<file path="src/rtl/alu_mul_sequencer.sv">
`default_nettype none
// ============================================================================
// Module   : alu_mul_sequencer
// Brief    : 16x16 shift-and-add multiplier (low half) that steers the external
//            Hack ALU; optional early termination under MUL_EARLY_EXIT_EN.
// Revision : 1.0  initial release
// ============================================================================
module alu_mul_sequencer #(
    parameter int WIDTH = 16
) (
    input  logic             clk,
    input  logic             rst_n,
    input  logic             in_valid,
    output logic             in_ready,
    input  logic [WIDTH-1:0] in_a,
    input  logic [WIDTH-1:0] in_b,
    output logic             out_valid,
    input  logic             out_ready,
    output logic [WIDTH-1:0] out_result,
    output logic             out_zr,
    output logic             out_ng,
    output logic             busy,
    output logic [WIDTH-1:0] alu_x,
    output logic [WIDTH-1:0] alu_y,
    output logic             alu_zx,
    output logic             alu_nx,
    output logic             alu_zy,
    output logic             alu_ny,
    output logic             alu_f,
    output logic             alu_no,
    input  logic [WIDTH-1:0] alu_out,
    input  logic             alu_zr,
    input  logic             alu_ng
);

    typedef enum logic [2:0] {
        S_IDLE = 3'd0,
        S_ADD  = 3'd1,
        S_DBL  = 3'd2,
        S_FLAG = 3'd3,
        S_DONE = 3'd4
    } state_t;

    state_t           state_q, state_d;
    logic [WIDTH-1:0] acc_q, acc_d;
    logic [WIDTH-1:0] mcand_q, mcand_d;
    logic [WIDTH-1:0] mplier_q, mplier_d;
    logic [3:0]       cnt_q, cnt_d;
    logic [WIDTH-1:0] res_q, res_d;
    logic             zr_q, zr_d;
    logic             ng_q, ng_d;
    logic [WIDTH-1:0] mplier_shr;

    assign mplier_shr = mplier_q >> 1;

    always_ff @(posedge clk or negedge rst_n) begin
        if (!rst_n) begin
            state_q  <= S_IDLE;
            acc_q    <= '0;
            mcand_q  <= '0;
            mplier_q <= '0;
            cnt_q    <= '0;
            res_q    <= '0;
            zr_q     <= 1'b0;
            ng_q     <= 1'b0;
        end else begin
            state_q  <= state_d;
            acc_q    <= acc_d;
            mcand_q  <= mcand_d;
            mplier_q <= mplier_d;
            cnt_q    <= cnt_d;
            res_q    <= res_d;
            zr_q     <= zr_d;
            ng_q     <= ng_d;
        end
    end

    always_comb begin
        state_d  = state_q;
        acc_d    = acc_q;
        mcand_d  = mcand_q;
        mplier_d = mplier_q;
        cnt_d    = cnt_q;
        res_d    = res_q;
        zr_d     = zr_q;
        ng_d     = ng_q;
        alu_x    = '0;
        alu_y    = '0;
        alu_zx   = 1'b0;
        alu_nx   = 1'b0;
        alu_zy   = 1'b0;
        alu_ny   = 1'b0;
        alu_f    = 1'b0;
        alu_no   = 1'b0;

        case (state_q)
            S_IDLE: begin
                if (in_valid) begin
                    mcand_d  = in_a;
                    mplier_d = in_b;
                    acc_d    = '0;
                    cnt_d    = '0;
`ifdef MUL_EARLY_EXIT_EN
                    if (in_b == '0)
                        state_d = S_FLAG;
                    else if (in_b[0])
                        state_d = S_ADD;
                    else
                        state_d = S_DBL;
`else
                    state_d = in_b[0] ? S_ADD : S_DBL;
`endif
                end
            end

            S_ADD: begin
                alu_x   = acc_q;
                alu_y   = mcand_q;
                alu_f   = 1'b1;
                acc_d   = alu_out;
                state_d = S_DBL;
            end

            // Doubling uses mcand+mcand; the multiplier bit looked at next is
            // mplier[1], i.e. the LSB after this cycle's shift.
            S_DBL: begin
                alu_x    = mcand_q;
                alu_y    = mcand_q;
                alu_f    = 1'b1;
                mcand_d  = alu_out;
                mplier_d = mplier_shr;
                cnt_d    = cnt_q + 4'd1;
`ifdef MUL_EARLY_EXIT_EN
                if (mplier_shr == '0)
                    state_d = S_FLAG;
                else if (cnt_q == 4'd15)
                    state_d = S_FLAG;
                else
                    state_d = mplier_q[1] ? S_ADD : S_DBL;
`else
                if (cnt_q == 4'd15)
                    state_d = S_FLAG;
                else
                    state_d = mplier_q[1] ? S_ADD : S_DBL;
`endif
            end

            // x & ~0 passes acc through so the ALU produces the result flags.
            S_FLAG: begin
                alu_x   = acc_q;
                alu_y   = '0;
                alu_zy  = 1'b1;
                alu_ny  = 1'b1;
                res_d   = alu_out;
                zr_d    = alu_zr;
                ng_d    = alu_ng;
                state_d = S_DONE;
            end

            S_DONE: begin
                if (out_ready)
                    state_d = S_IDLE;
            end

            default: state_d = S_IDLE;
        endcase
    end

    assign in_ready   = (state_q == S_IDLE);
    assign out_valid  = (state_q == S_DONE);
    assign busy       = (state_q != S_IDLE);
    assign out_result = res_q;
    assign out_zr     = zr_q;
    assign out_ng     = ng_q;

endmodule
`default_nettype wire

</file>
<file path="config.mk">
export PLATFORM = sky130hd
export DESIGN_NAME = alu_mul_sequencer
export DESIGN_NICKNAME = d
export VERILOG_FILES = /design/src/rtl/alu_mul_sequencer.sv
export SDC_FILE = /design/constraint.sdc
export NUM_CORES = 1
export LEC_CHECK = 0
export BUFFER_PORTS_ARGS = -buffer_cell sky130_fd_sc_hd__buf_2
export CAP_MARGIN = 15
export CORE_AREA = 2 2 85 87
export DETAILED_ROUTE_END_ITERATION = 10
export DIE_AREA = 0 0 87 89
export HOLD_SLACK_MARGIN = 0.02
export PLACE_DENSITY_LB_ADDON = 0.25
export SYNTH_ARGS = -nofsm -noshare
export SYNTH_HDL_FRONTEND = slang
export SYNTH_SLANG_ARGS = --single-unit
</file>
<file path="constraint.sdc">
create_clock -name clk -period 1.9 [get_ports clk]
set_input_delay 0.19 -clock clk [delete_from_list [all_inputs] [get_ports clk]]
set_output_delay 0.19 -clock clk [all_outputs]
set_load 0.05 [all_outputs]
</file>
==> summary.md <==
| Metric | Value |
|---|---|
| Worst Skew | `0.0115 ns` |
| Reg area | `0.00181 mm^2` |
| RR Endpoint | `state_q[1]$_DFFE_PN0P_` |
| Period utilization | `97.8%` |
| Critical path type | `flip-flop to primary output` |
| Vias/cell | `5.52` |
| Fillcell total | `552` |
| Data required, critical path | `1.71 ns` |
| WL met1 | `3760 um` |
| Area growth syn-to-layout | `33.5%` |
| Clock insertion delay at the later pin of the skew report | `0.35 ns` |
| Outcome | `complete, no violations` |
| Hold Slack | `0.0554 ns` |
| Place WS | `0.201 ns` |
| Core region area | `0.00672 mm^2` |
| Yosys warns | `0` |
| All-layer global routing usage | `23.3%` |
| Initial antenna violation count | `0` |
| Worst setup path endpoint | `alu_x[3]` |
| RePlAce Congestion | `0.784` |
| Worst R2R Start | `state_q[2]$_DFFE_PN0P_` |
| Rel. slew slack | `53.9%` |
| DRC viols | `0` |
| Cell Area, Synth | `0.00336 mm^2` |
| CP max-delay cell | `dfrtp_2` |
| Largest buffer count on any clock path | `2` |
| CTS tree | `built` |
| Hold Crit Class | `input pin to flip-flop` |
| Clock transition at the registers of the reported paths | `0.08 ns` |
| Upper clock frequency limit | `0.538 GHz` |
| Final ANT Viol Nets | `0` |
| GRT overflow | `0` |
| Initial DRC Count | `168` |
| Element type at the critical path end | `primary output` |
| Max Used Layer | `met4` |
| Layout cell share with drive strength beyond 1 | `39.4%` |
| Met3 Routed Length | `524 um` |
| Max Cap Viol | `0` |
| Fin. Hold Viols | `0` |
| Initial Util | `50.0%` |
| R2R Setup Slk | `0.12 ns` |
| Worst Setup SP | `state_q[1]$_DFFE_PN0P_` |
| WL met2 | `4420 um` |
| # port buffers | `109` |
| Final wirelength | `8830 um` |
| Setup ws final | `0.0427 ns` |
| CTS root buf | `clkbuf_8` |
| Die area | `0.00774 mm^2` |
| Antenna diodes | `0` |
| Drt first pass iters | `5` |
| H-tree depth reported by CTS | `3` |
| Synthesized area per cell | `10.3 um^2` |
| Pin count of the biggest net entering global routing | `73` |
| DIE WIDTH | `87 um` |
| Final setup vio count | `0` |
| Post-Synthesis Cells | `325` |
| CTS buffer count | `9` |
| Critical path's most frequent cell | `buf_4` |
| CP Launch Type | `flip-flop` |
| Post-DP HPWL | `5830 um` |
| Sequential element share of the synthesized area | `53.6%` |
| Fin. max-slew vios | `0` |
| Synth Register Bits | `72` |
| Vias in the first global route | `2944` |
| Clk sinks | `72` |
| Footprint of the multi-input gates | `0.00138 mm^2` |
| Io pins | `113` |
| FF-to-FF path depth | `4` |
| Critical path data arrival time | `1.67 ns` |
| Fin crit period | `1.86 ns` |
| CP max stage delay | `0.47 ns` |
| WL per Instance | `16.7 um` |
| Min-delay src | `out_ready` |
| Cell variety after synth | `34` |
| First-pass GRT wire length | `13800 um` |
| Worst-path fanout max | `14` |
| Via Count | `2919` |
| Die Ht | `89 um` |
| Row Count | `30` |
| Final-stage net count | `500` |
| Critical-path cell list | `nor3b_4, buf_4, buf_12, a22o_1, buf_4` |
| Slew at the pin closest to its max-slew limit | `0.687 ns` |
==> critical path: cells and delay by family, from the launching register on <==
| kind | cells | cell delay, ns |
|---|---|---|
| buf+inv | 3 | 0.50 |
| compound gates | 1 | 0.19 |
| flops | 1 | 0.47 |
| simple gates | 1 | 0.17 |
==> per-layer routing <==
layer | global-route usage, % | up-vias
met5 | 0 | -
met4 | 10.2 | 0
met3 | 4.16 | 11
met2 | 38.4 | 106
met1 | 30.3 | 1434
li1 | - | 1368
==> synth_stat cells <==
master,instances,area (um^2)
buf_6,2,22.5
buf_2,14,70.1
a221oi_1,4,35.0
or4b_1,1,10.0
o21ai_1,1,5.00
nor3_1,46,230
or2_2,1,6.26
and2_1,16,100
nor2b_1,5,31.3
a31oi_1,3,18.8
a311oi_1,1,8.76
inv_1,8,30.0
mux2i_1,1,10.0
buf_4,6,45.0
nor3b_2,1,12.5
ha_1,1,12.5
xnor2_1,2,17.5
or3_1,1,6.26
nor4b_4,1,23.8
mux2_2,18,203
or3b_2,1,8.76
a21oi_1,3,15.0
a22oi_1,3,22.5
o21ai_0,5,25.0
clkbuf_1,7,26.3
o22a_1,1,8.76
nor2_1,56,210
nand2b_1,2,12.5
conb_1,1,3.75
nand4_1,1,6.26
dfrtp_1,72,1800
nand2_1,5,18.8
a22o_1,34,298
nand3_1,1,5.00
==> worst min-delay path by stage <==
stage,endpoint,cells past startpoint
6_report,state_q[2]$_DFFE_PN0P_,2
5_1_grt,state_q[2]$_DFFE_PN0P_,2
4_1_cts,state_q[2]$_DFFE_PN0P_,2
3_5_place_dp,mplier_q[4]$_DFFE_PN0P_,2
3_3_place_gp,mplier_q[5]$_DFFE_PN0P_,2
2_1_floorplan,acc_q[0]$_DFFE_PN0P_,0
==> stage by stage <==
stage,area [um^2],utilization (%),instances,TNS (ns)
final,4490,66.8,529,0
after global routing,4490,66.8,529,-0.0194
after CTS,4410,65.6,524,-0.00414
after detailed placement,4020,59.9,504,0
after global placement,4020,59.9,504,0
after floorplan,3370,-,327,0
==> layout make-up <==
type	instances	area share, %
clock buffers	11	3.37
clock inverters	4	1.70
inverters	8	0.669
repair buffers	136	20.9
multi-input cells	218	30.8
flip-flops and latches	72	40.2
well taps	80	2.23
==> registers in the layout, indices dropped and copies added (netlist names) <==
name	count
state_q	3
out_zr	1
cnt_q	4
out_result	16
out_ng	1
acc_q	16
mcand_q	16
mplier_q	15
==> cells by family (layout without fill, tap and decap cells) <==
family / Yosys count / count (layout) / share of synthesized area (%)
adders and majority gates: 1 / 1 / 0.372
xor gates and xnor gates: 2 / 2 / 0.521
AOI/OAI and AO/OA: 55 / 55 / 13.0
muxes: 19 / 19 / 6.33
and+or+nand+nor: 138 / 138 / 20.3
buffers and inverters: 37 / 159 / 5.77
other: 1 / 3 / 0.112
DFF: 72 / 72 / 53.6
==> cell usage in the layout (no fill, tap or decap), types with 2 or more instances in the layout <==
cell       instances
nor2_1            55
a21oi_1            3
and2_1            16
bufinv_16          2
xnor2_1            2
buf_12             3
o21ai_0            5
a22o_1            34
nand2b_1           2
nor3_1            46
buf_6              7
mux2_2            18
nand2_1            5
conb_1             3
a31oi_1            3
buf_4             41
clkbuf_8          11
dfrtp_2            3
buf_2             76
dfrtp_1           69
a22oi_1            3
inv_1              8
a221oi_1           4
clkbuf_4           6
nor2b_1            4
==> what timing repair did <==
item	CTS	global route
endpoints found under the setup margin	35	36
setup buffers	3	4
pin swaps	1	0
gates resized for setup	36	9
hold endpoints to repair	72	0
gates cloned	1	1
hold buffers	1	0
Power is left out: the tool's default activity adds up to more than one toggle a clock period on the data nets, which glitch-free logic cannot reach.
